### src/rtl/fcims_pkg.sv
// fcims_pkg: shared definitions for the FCIMS checkout controller.
//   state_t     - controller states (IDLE, COLLECT, DISPENSE, CHANGE)
//   COIN_*      - 2-bit coin codes shared by coin_code and chg_code
//   coin_value  - maps a coin code to its face value (1, 2, 5 or 10)
package fcims_pkg;

  typedef enum logic [1:0] {
    IDLE     = 2'd0,
    COLLECT  = 2'd1,
    DISPENSE = 2'd2,
    CHANGE   = 2'd3
  } state_t;

  localparam logic [1:0] COIN_1  = 2'b00;
  localparam logic [1:0] COIN_2  = 2'b01;
  localparam logic [1:0] COIN_5  = 2'b10;
  localparam logic [1:0] COIN_10 = 2'b11;

  function automatic logic [3:0] coin_value(input logic [1:0] code);
    logic [3:0] v;
    case (code)
      COIN_1:  v = 4'd1;
      COIN_2:  v = 4'd2;
      COIN_5:  v = 4'd5;
      default: v = 4'd10;
    endcase
    return v;
  endfunction

endpackage

### src/rtl/fcims_change_sel.sv
// fcims_change_sel: combinational greedy change-coin selector.
// Picks the largest coin not exceeding the remaining change (10, 5, 2, 1).
// Ports:
//   remaining in  PRICE_W  change still owed
//   code      out 2        coin code to issue (COIN_1 when nothing is owed)
//   value     out 4        face value of that coin, 0 when nothing is owed
module fcims_change_sel
  import fcims_pkg::*;
#(
  parameter int PRICE_W = 8
) (
  input  logic [PRICE_W-1:0] remaining,
  output logic [1:0]         code,
  output logic [3:0]         value
);

  always_comb begin
    code  = COIN_1;
    value = 4'd0;
    if (remaining >= PRICE_W'(10)) begin
      code = COIN_10;
    end else if (remaining >= PRICE_W'(5)) begin
      code = COIN_5;
    end else if (remaining >= PRICE_W'(2)) begin
      code = COIN_2;
    end
    if (remaining != '0) begin
      value = coin_value(code);
    end
  end

endmodule

### src/rtl/fcims_checkout.sv
// fcims_checkout: payment and checkout controller fed by the FCIMS price stage.
// Accepts a price, collects coins until it is covered, strobes dispense for one
// cycle, then pays change one coin per cycle, largest coin first. Cancel in
// COLLECT refunds everything collected so far without dispensing.
//
// Optional feature (macro FCIMS_TIMEOUT_EN): an idle counter in COLLECT, cleared
// by every coin; after TIMEOUT_CYCLES coin-free cycles the purchase is cancelled.
// Without the macro there is no counter and COLLECT waits indefinitely.
//
// Ports:
//   clk          in   system clock, rising edge
//   reset        in   synchronous, active-low reset
//   price_valid  in   price offer, taken only while ready=1
//   price        in   amount due
//   coin_valid   in   one coin inserted this cycle
//   coin_code    in   coin value code (00=1, 01=2, 10=5, 11=10)
//   cancel       in   abort purchase, honoured only in COLLECT
//   ready        out  high in IDLE
//   coin_reject  out  pulse one cycle after a coin arrives outside COLLECT
//   dispense     out  one-cycle goods-release strobe
//   chg_valid    out  one change coin issued this cycle
//   chg_code     out  change coin code
//   paid         out  running coin total
//   due          out  latched price
module fcims_checkout
  import fcims_pkg::*;
#(
  parameter int PRICE_W = 8
`ifdef FCIMS_TIMEOUT_EN
  ,
  parameter int TIMEOUT_CYCLES = 255
`endif
) (
  input  logic               clk,
  input  logic               reset,
  input  logic               price_valid,
  input  logic [PRICE_W-1:0] price,
  input  logic               coin_valid,
  input  logic [1:0]         coin_code,
  input  logic               cancel,
  output logic               ready,
  output logic               coin_reject,
  output logic               dispense,
  output logic               chg_valid,
  output logic [1:0]         chg_code,
  output logic [PRICE_W-1:0] paid,
  output logic [PRICE_W-1:0] due
);

  state_t             state_reg, state_next;
  logic [PRICE_W-1:0] paid_reg, paid_next;
  logic [PRICE_W-1:0] due_reg, due_next;
  logic [PRICE_W-1:0] rem_reg, rem_next;
  logic               ready_reg, ready_next;
  logic               reject_reg, reject_next;
  logic               dispense_reg, dispense_next;
  logic               chg_valid_reg, chg_valid_next;
  logic [1:0]         chg_code_reg, chg_code_next;

  logic [PRICE_W-1:0] coin_amt;
  logic [PRICE_W-1:0] paid_sum;
  logic [1:0]         sel_code;
  logic [3:0]         sel_value;
  logic               timeout;

  assign coin_amt = coin_valid ? PRICE_W'(coin_value(coin_code)) : '0;
  // The coin arriving this cycle is counted before cancel/cover decisions.
  assign paid_sum = paid_reg + coin_amt;

  fcims_change_sel #(
    .PRICE_W(PRICE_W)
  ) u_change_sel (
    .remaining(rem_reg),
    .code     (sel_code),
    .value    (sel_value)
  );

`ifdef FCIMS_TIMEOUT_EN
  localparam int TW = $clog2(TIMEOUT_CYCLES + 1);
  logic [TW-1:0] idle_cnt_reg, idle_cnt_next;

  // Fires on the coin-free cycle that brings the count up to TIMEOUT_CYCLES.
  assign timeout = (state_reg == COLLECT) && !coin_valid &&
                   (idle_cnt_reg == TW'(TIMEOUT_CYCLES - 1));

  always_comb begin
    idle_cnt_next = '0;
    if (state_reg == COLLECT && !coin_valid) begin
      idle_cnt_next = idle_cnt_reg + 1'b1;
    end
  end

  always_ff @(posedge clk) begin
    if (!reset) begin
      idle_cnt_reg <= '0;
    end else begin
      idle_cnt_reg <= idle_cnt_next;
    end
  end
`else
  assign timeout = 1'b0;
`endif

  always_comb begin
    state_next     = state_reg;
    paid_next      = paid_reg;
    due_next       = due_reg;
    rem_next       = rem_reg;
    dispense_next  = 1'b0;
    chg_valid_next = 1'b0;
    chg_code_next  = COIN_1;
    reject_next    = coin_valid && (state_reg != COLLECT);

    case (state_reg)
      IDLE: begin
        if (price_valid) begin
          due_next   = price;
          paid_next  = '0;
          state_next = (price == '0) ? DISPENSE : COLLECT;
        end
      end
      COLLECT: begin
        paid_next = paid_sum;
        if (cancel || timeout) begin
          // Cancel beats a covering coin in the same cycle: full refund.
          rem_next   = paid_sum;
          state_next = (paid_sum != '0) ? CHANGE : IDLE;
        end else if (paid_sum >= due_reg) begin
          state_next = DISPENSE;
        end
      end
      DISPENSE: begin
        dispense_next = 1'b1;
        rem_next      = paid_reg - due_reg;
        state_next    = (paid_reg != due_reg) ? CHANGE : IDLE;
      end
      CHANGE: begin
        chg_valid_next = 1'b1;
        chg_code_next  = sel_code;
        rem_next       = rem_reg - PRICE_W'(sel_value);
        if (rem_reg == PRICE_W'(sel_value)) begin
          state_next = IDLE;
        end
      end
      default: begin
        state_next = IDLE;
      end
    endcase

    // ready follows the state register so the handshake never lags it.
    ready_next = (state_next == IDLE);
  end

  always_ff @(posedge clk) begin
    if (!reset) begin
      state_reg     <= IDLE;
      paid_reg      <= '0;
      due_reg       <= '0;
      rem_reg       <= '0;
      ready_reg     <= 1'b1;
      reject_reg    <= 1'b0;
      dispense_reg  <= 1'b0;
      chg_valid_reg <= 1'b0;
      chg_code_reg  <= COIN_1;
    end else begin
      state_reg     <= state_next;
      paid_reg      <= paid_next;
      due_reg       <= due_next;
      rem_reg       <= rem_next;
      ready_reg     <= ready_next;
      reject_reg    <= reject_next;
      dispense_reg  <= dispense_next;
      chg_valid_reg <= chg_valid_next;
      chg_code_reg  <= chg_code_next;
    end
  end

  assign ready       = ready_reg;
  assign coin_reject = reject_reg;
  assign dispense    = dispense_reg;
  assign chg_valid   = chg_valid_reg;
  assign chg_code    = chg_code_reg;
  assign paid        = paid_reg;
  assign due         = due_reg;

endmodule

### config.mk
export PLATFORM = sky130hd
export DESIGN_NAME = fcims_checkout
export DESIGN_NICKNAME = d
export VERILOG_FILES = /design/src/rtl/fcims_pkg.sv /design/src/rtl/fcims_change_sel.sv /design/src/rtl/fcims_checkout.sv
export SDC_FILE = /design/constraint.sdc
export NUM_CORES = 1
export LEC_CHECK = 0
export BUFFER_PORTS_ARGS = -buffer_cell sky130_fd_sc_hd__buf_2
export CORE_MARGIN = 1.5
export CORE_UTILIZATION = 51
export DETAILED_ROUTE_END_ITERATION = 10
export GPL_ROUTABILITY_DRIVEN = 0
export GPL_TIMING_DRIVEN = 0
export PLACE_DENSITY_LB_ADDON = 0.12
export SYNTH_ARGS = -nofsm -noshare
export SYNTH_HDL_FRONTEND = slang
export SYNTH_HIERARCHICAL = 1
export SYNTH_SLANG_ARGS = --single-unit
### constraint.sdc
create_clock -name clk -period 2.6 [get_ports clk]
set_input_delay 0.26 -clock clk [delete_from_list [all_inputs] [get_ports clk]]
set_output_delay 0.26 -clock clk [all_outputs]
set_load 0.1 [all_outputs]
==> flow_metrics.tcl, run 1 <==
set metrics [dict create \
    status "finished, violations left" \
    violations "setup timing" \
    clock.fmax_mhz 366.3 \
    wl_per_cell_um 15.93 \
    timing.final.ws_setup_ns -0.1297 \
    ys_types 47 \
    die_h_um 71.01 \
    cts_inserted_buffers 5 \
    syn_to_final_growth_pct 21.01 \
    p_total_w 0.002570 \
    ys_seq_area_frac 0.2716 \
    tightestPinTransition_ns 0.5991 \
    yosysWarnings 6 \
    ios 37 \
    dpl.hpwl_mm 4.897 \
    drt-total-wl_mm 6.483 \
    clockBufferDepth 2 \
    final_nets 396 \
    synth_compound_area_frac 0.2143 \
    dpl_worst_slack_ns -0.3113 \
    critPathRequiredTime_ns 2.78 \
    first_global_vias 2250 \
    relSlewSlack 0.5969 \
    yosys.area_share.adder 0.1475 \
    synth_area_um2 2359 \
    arrival_ns 2.91 \
    synth-main-ff-cell "dfxtp_1" \
    drive_above_1_share 0.2282 \
    drtIter0Drc 192 \
    grt_max_degree 11 \
    fin_cells 407 \
    end_kind "flip-flop" \
    p_leak_nw 1.301 \
    via_count 2361 \
    track_usage 0.2651 \
    drtPass1Iterations 5 \
    finClkSkew_ns 0.004895 \
    row_count 24 \
    hold_viol 0 \
    drv_cap 0 \
    place_inst 393 \
    start_util 0.5343 \
    maxSlewViolCount 0 \
    synth_xor_area_frac 0.05942 \
    port_buffers 34 \
    clock_sinks 32 \
    die_area_um2 5042 \
    path_class "flip-flop to flip-flop" \
    path_max_fanout 4 \
    setup_viol 2 \
    drc 0 \
    setup_tns_ns -0.2170 \
    postCtsHoldBufs 0 \
    fill_cells 402 \
    hp-class "input port to flip-flop" \
    cts_root_buffer "clkbuf_8" \
    p_per_area_nw_per_um2 900.4 \
    antenna_left 0 \
    synth-simple-area-share 0.2387 \
    design.core.area_um2 4414 \
    syn_area_per_cell_um2 7.682 \
    rsz0062_at_grt "true" \
    grt_pass1_wl_mm 10.58 \
    syn_nets 348 \
    clk_pin_slew_ns 0.07 \
    antenna_cells 0 \
    ir_drop_mv 0.4195 \
    whs_ns 0.2086 \
    die_w_um 71.01 \
    cts_tree "built" \
    synth_mux_area_frac 0.01751 \
    ys_seq_elements 32 \
    reg2reg_slack_ns -0.13 \
    period_share 1.050 \
    htreeDepth 2 \
    drt-vias-per-instance 5.801 \
    antenna_found_initial 0 \
    synth_top_family_by_area "simple AND/OR/NAND/NOR gates" \
    fin_crit_ns 2.730 \
    overflow 0 \
    synth-edff-count 0 \
    clkLatencyLatePin_ns 0.29 \
    syn_inst 307 \
    async_flop_share 0 \
    cp-start-kind "flip-flop" \
]
report_power, final:
group	total (W)	switching [W]	internal (W)
Sequential	0.000641	0.0000775	0.000563
Clock	0.000367	0.000185	0.000182
Combinational	0.00156	0.000953	0.000610
Total	0.00257	0.00122	0.00135
worst paths after layout:
check,startpoint,to,depth (start not counted)
max,rem_reg[5],rem_reg[4],11
min,price[5],due[5],3
max reg2reg,rem_reg[5],rem_reg[4],11
min reg2reg,due[6],due[6],2
placed cells by master, fill, tap and decap left out, types with 5 or more instances in the layout:
cell / netlist / routed
nand2_1: 41 / 40
buf_2: 0 / 34
a21oi_1: 34 / 31
ha_1: 23 / 21
dfxtp_1: 32 / 21
inv_1: 20 / 19
nor2_1: 18 / 18
nand3_1: 16 / 14
clkbuf_1: 12 / 13
o21ai_0: 10 / 10
xor2_1: 11 / 9
buf_4: 0 / 7
a21o_1: 6 / 6
nor3_1: 6 / 6
nand2b_1: 6 / 6
a211oi_1: 6 / 6
dfxtp_4: 0 / 6
and2_1: 5 / 5
and3_1: 5 / 5
nor2b_1: 5 / 5
clkbuf_8: 0 / 5
dfxtp_2: 0 / 5
timing repair:
action                                  4_1_cts  5_1_grt
hold endpoints to repair                      0        0
pin swaps                                     4        9
setup buffers                                 5        2
endpoints found under the setup margin        4        8
resized for setup                            12       10
layer usage:
metal | global-route usage | wire, um | vias up
met3 | 0.05840 | 361 | 9
met5 | 0 | 0 | -
met2 | 0.4309 | 3060 | 69
met1 | 0.3436 | 2982 | 1099
met4 | 0.1027 | 79 | 0
li1 | - | - | 1184
Yosys cell counts (all sizes together), types with 2 or more instances:
| master | number | share of area |
|---|---|---|
| a21o | 6 | 0.019 |
| o21ai | 13 | 0.028 |
| nor3 | 6 | 0.013 |
| nor2 | 18 | 0.029 |
| o21a | 2 | 0.0064 |
| nor4 | 4 | 0.011 |
| and2 | 5 | 0.013 |
| xor2 | 11 | 0.041 |
| dfxtp | 32 | 0.27 |
| or3 | 2 | 0.0053 |
| inv | 20 | 0.032 |
| mux2i | 3 | 0.013 |
| o31a | 2 | 0.0074 |
| nand3 | 16 | 0.034 |
| and3 | 5 | 0.013 |
| fa | 3 | 0.025 |
| ha | 23 | 0.12 |
| a31oi | 3 | 0.0080 |
| clkbuf | 12 | 0.019 |
| nand2b | 6 | 0.016 |
| a211oi | 6 | 0.019 |
| xnor2 | 5 | 0.019 |
| nand4 | 2 | 0.0053 |
| nor2b | 5 | 0.013 |
| or4 | 3 | 0.011 |
| a21oi | 36 | 0.080 |
| nand2 | 41 | 0.065 |
worst max-delay path: stages (launching register included):
cell	delay (ns)
dfxtp_4	0.35
or4_4	0.54
a21oi_2	0.12
ha_2	0.20
inv_2	0.04
fa_2	0.33
a21o_1	0.17
a21oi_2	0.14
buf_4	0.13
xor2_2	0.17
a21oi_2	0.08
a2111oi_2	0.35
area by class of cell:
type / count / area (um2) / area share
timing repair buffer: 41 / 222.7 / 0.07804
clock buffer: 6 / 72.57 / 0.02543
inverter: 20 / 75.07 / 0.02630
multi-input combinational: 243 / 1699 / 0.5954
buffer: 12 / 45.04 / 0.01578
clock inverter: 1 / 5.005 / 0.001754
sequential: 32 / 669.4 / 0.2345
tap: 52 / 65.06 / 0.02280
kinds of logic after synthesis:
family / Yosys count
adders and majority gates: 26
buffers and inverters: 32
and+or+nand+nor: 116
xor gates and xnor gates: 16
AOI/OAI and AO/OA: 81
DFF: 32
muxes: 4
per-stage QoR:
stage,utilization,area (um2)
after floorplan,-,2397
after global placement,0.5964,2633
after detailed placement,0.5964,2633
after CTS,0.6310,2785
after global routing,0.6465,2854
final,0.6465,2854
Note: power is estimated with default switching activity, not from simulation.
==> run 2, diff against run 1 <==
BUFFER_PORTS_ARGS = -buffer_cell sky130_fd_sc_hd__clkbuf_2   (was -buffer_cell sky130_fd_sc_hd__buf_2)
SKIP_LAST_GASP = 1   (was unset)
==> flow_metrics.tcl, run 2 (synthesis gave the netlist of run 1 again) <==
set metrics [dict create \
    critPathRequiredTime_ns 2.80 \
    drt-vias-per-instance 5.914 \
    wl_per_cell_um 16.30 \
    drv_cap 0 \
    reg2regPathDepth 11 \
    drtIter0Drc 201 \
    setup_viol 2 \
    wl_met3_um 322 \
    antenna_left 0 \
    port_buffers 34 \
    clock.fmax_mhz 363.2 \
    p_total_w 0.002632 \
    period_share 1.059 \
    cts_root_buffer "clkbuf_8" \
    first_global_vias 2266 \
    p_leak_nw 1.302 \
    p_per_area_nw_per_um2 901.4 \
    drt-met1-wl_mm 2.929 \
    dpl_worst_slack_ns -0.3212 \
    start_util 0.5343 \
    most-common-layout-cells "nand2_1, clkbuf_2, a21oi_1, ha_1" \
    hold_viol 0 \
    holdPathStages 3 \
    topRoutingLayerUsed "met4" \
    antenna_found_initial 0 \
    grt_pass1_wl_mm 10.70 \
    postCtsHoldBufs 0 \
    dpl.hpwl_mm 4.820 \
    track_usage 0.2697 \
    relSlewSlack 0.6098 \
    row_count 24 \
    final_common_cell "nand2_1" \
    drtPass1Iterations 5 \
    grt_max_degree 11 \
    drive_above_1_share 0.2472 \
    hp-class "input port to flip-flop" \
    htreeDepth 2 \
    timing.final.ws_setup_ns -0.1534 \
    end_kind "flip-flop" \
    die_area_um2 5042 \
    die_w_um 71.01 \
    design.core.area_um2 4414 \
    violations "setup timing" \
    rsz0062_at_grt "true" \
    status "finished, violations left" \
    met2_length_mm 3.252 \
    tightestPinTransition_ns 0.5853 \
    final_nets 397 \
    arrival_ns 2.96 \
    syn_to_final_growth_pct 23.82 \
    cts_inserted_buffers 5 \
    maxSlewViolCount 0 \
    drt-total-wl_mm 6.649 \
    path_max_fanout 2 \
    fill_cells 405 \
    drc 0 \
    via_count 2413 \
    cts_tree "built" \
    clockBufferDepth 2 \
    clock_sinks 32 \
    utilization 0.6616 \
    path_class "flip-flop to flip-flop" \
    ios 37 \
    clk_pin_slew_ns 0.07 \
    antenna_cells 0 \
    finClkSkew_ns 0.007505 \
    setup_tns_ns -0.2087 \
    die_h_um 71.01 \
    overflow 0 \
    clkLatencyLatePin_ns 0.30 \
    ir_drop_mv 0.4830 \
    fin_crit_ns 2.753 \
    cp-start-kind "flip-flop" \
]
run 2: stage by stage:
| step | instances | cell area, um2 | hold WS (ns) |
|---|---|---|---|
| global placement | 393 | 2633 | 0.4489 |
| floorplan | 307 | 2397 | 0.3885 |
| global route | 408 | 2920 | 0.1978 |
| CTS | 405 | 2811 | 0.1847 |
| finish | 408 | 2920 | 0.1842 |
| detailed placement | 393 | 2633 | 0.4548 |
run 2: path summary, 6_finish.rpt:
path | from | end | slack (ns)
min | price[5] | due[5] | 0.18
min reg2reg | due[5] | due[5] | 0.46
max reg2reg | rem_reg[5] | rem_reg[6] | -0.15
max | rem_reg[5] | rem_reg[6] | -0.15
run 2: layout make-up:
| cell class | count | area (um2) | area share |
|---|---|---|---|
| Multi-Input combinational cell | 243 | 1737 | 0.5947 |
| Sequential cell | 32 | 671.9 | 0.2301 |
| Timing Repair Buffer | 42 | 230.2 | 0.07883 |
| Clock buffer | 7 | 96.34 | 0.03299 |
| Inverter | 20 | 75.07 | 0.02571 |
| Tap cell | 52 | 65.06 | 0.02228 |
| Buffer | 12 | 45.04 | 0.01542 |
run 2: report_power, final:
part	internal [W]	switching (W)
Combinational	0.000587	0.000977
Sequential	0.000564	0.0000738
Clock	0.000236	0.000195
run 2: timing repair:
| action | CTS | global route |
|---|---|---|
| setup endpoints to repair | 4 | 8 |
| pin swaps | 6 | 7 |
| gates cloned | 0 | 0 |
| gates resized for setup | 14 | 16 |
| setup buffers | 5 | 3 |
run 2: critical path, cell delays in order, from the launching register on:
cell     delay [ns]
dfxtp_4        0.35
or4_4          0.54
a21oi_2        0.12
ha_2           0.20
inv_2          0.04
fa_2           0.35
a21o_1         0.17
a21oi_2        0.15
nor3b_2        0.20
xor2_1         0.16
a21oi_1        0.10
o32ai_2        0.27
run 2: per-layer routing:
layer  vias to the layer above  track usage
li1                       1188            -
met1                      1132       0.3412
met2                        80       0.4382
met3                        13      0.05128
met4                         0       0.1363
met5                         -            0
==> run 3, diff against run 2 <==
CORE_UTILIZATION = 29   (was 51)
==> flow_metrics.tcl, run 3 (synthesis gave the netlist of run 1 again) <==
set metrics [dict create \
    pwr-share-comb 0.613 \
    antenna_cells 0 \
    path_class "flip-flop to flip-flop" \
    dpl.hpwl_mm 5.447 \
    critPathRequiredTime_ns 2.81 \
    fin_crit_ns 2.727 \
    clockBufferDepth 2 \
    ir_drop_mv 0.2963 \
    cp-start-kind "flip-flop" \
    drtIter0Drc 95 \
    die_area_um2 8683 \
    via_count 2345 \
    reg2reg_slack_ns -0.13 \
    antenna_found_initial 0 \
    arrival_ns 2.93 \
    design.core.area_um2 7807 \
    clkLatencyLatePin_ns 0.29 \
    row_count 32 \
    final_nets 400 \
    path_max_fanout 3 \
    clock_sinks 32 \
    maxSlewViolCount 0 \
    grt_pass1_wl_mm 11.82 \
    whs_ns 0.1950 \
    r2r-start "rem_reg[5]" \
    postCtsHoldBufs 0 \
    drive_above_1_share 0.2667 \
    reg2reg_to "rem_reg[6]" \
    p_sw_w 0.001284 \
    place_inst 443 \
    clock.fmax_mhz 366.6 \
    cts_tree "built" \
    relSlewSlack 0.5524 \
    htreeDepth 2 \
    p_per_area_nw_per_um2 880.4 \
    violations "setup timing" \
    cts_root_buffer "clkbuf_8" \
    utilization 0.3958 \
    drt-total-wl_mm 7.117 \
    rsz0062_at_grt "true" \
    die_w_um 93.18 \
    end_kind "flip-flop" \
    die_h_um 93.18 \
    drtPass1Iterations 4 \
    grt_max_degree 11 \
    syn_to_final_growth_pct 31.03 \
    antenna_left 0 \
    clkPwrFrac 0.151 \
    most-common-layout-cells "nand2_1, clkbuf_2, a21oi_1, inv_1, dfxtp_1" \
    timing.final.ws_setup_ns -0.1275 \
    wl_per_cell_um 15.40 \
    overflow 0 \
    power.internal_w 0.001437 \
    port_buffers 34 \
    sw_frac_of_total 0.4718 \
    p_leak_nw 1.319 \
    cp-endpoint "rem_reg[6]" \
    reg2regPathDepth 11 \
    cts_inserted_buffers 5 \
    status "finished, violations left" \
    hp-class "input port to flip-flop" \
    ios 37 \
    setup_tns_ns -0.2444 \
    p_seq_frac 0.236 \
    cp-startpoint "rem_reg[5]" \
    drt-vias-per-instance 5.076 \
    clk_pin_slew_ns 0.07 \
    finClkSkew_ns 0.007119 \
    start_util 0.3021 \
    final_common_cell "nand2_1" \
    tightestPinTransition_ns 0.6714 \
    drc 0 \
    period_share 1.049 \
    first_global_vias 2316 \
    track_usage 0.1759 \
    fin_cells 462 \
    setup_viol 2 \
    hold_viol 0 \
    drv_cap 0 \
]
run 3: changes by cell type in the layout (fill, tap and decap cells not counted), sizes merged:
cell,previous run,this run
buf,8,11
clkbuf,53,54
run 3: repair_timing:
item | CTS | global route
setup endpoints to repair | 6 | 6
setup buffers | 6 | 5
pin swaps | 8 | 13
resized for setup | 17 | 23
run 3: worst min-delay path by stage:
stage,slack [ns],from,cells past startpoint,to
finish,0.20,price[6],3,due[6]
global route,0.22,price[5],3,due[5]
CTS,0.19,price[6],3,due[6]
detailed placement,0.46,due[6],2,due[6]
global placement,0.46,due[6],2,due[6]
floorplan,0.39,price[0],2,due[0]
run 3: final cells by class:
cell class,count,area (um2)
Inverter,20,75.07
Timing Repair Buffer,45,252.7
Fill cell,833,4717
Multi-Input combinational cell,243,1828
Clock buffer,8,90.09
Tap cell,102,127.6
Sequential cell,32,671.9
Buffer,12,45.04
run 3: per-stage QoR:
step / total power (W) / area [um2] / setup WS [ns]
finish: 0.002721 / 3090 / -0.1275
global route: 0.002947 / 3090 / -0.3121
CTS: 0.002595 / 2894 / -0.1914
detailed placement: 0.002088 / 2695 / -0.3166
global placement: 0.002087 / 2695 / -0.3117
floorplan: 0.001772 / 2397 / -0.005721
run 3: metal layers:
layer	global-route usage	up-vias	share of wire
li1	-	1202	-
met1	0.2397	1105	0.49
met2	0.2908	33	0.47
met3	0.02439	5	0.029
met4	0.04545	0	0.0087
met5	0	-	0
run 3: power groups by stage:
stage               combinational (W)  clock [W]  sequential [W]
finish                        0.00167   0.000411        0.000642
global route                  0.00185   0.000445        0.000654
detailed placement            0.00143          0        0.000653
floorplan                    0.000929          0        0.000844
global placement              0.00143          0        0.000654
CTS                           0.00154   0.000422        0.000636
run 3: critical path: stages (launching register included):
cell,delay [ns]
dfxtp_4,0.35
or4_4,0.57
a21oi_4,0.16
ha_4,0.15
inv_2,0.03
fa_2,0.33
a21o_1,0.17
a21oi_2,0.16
nor3b_2,0.21
xor2_1,0.16
a21oi_1,0.09
o32ai_2,0.26
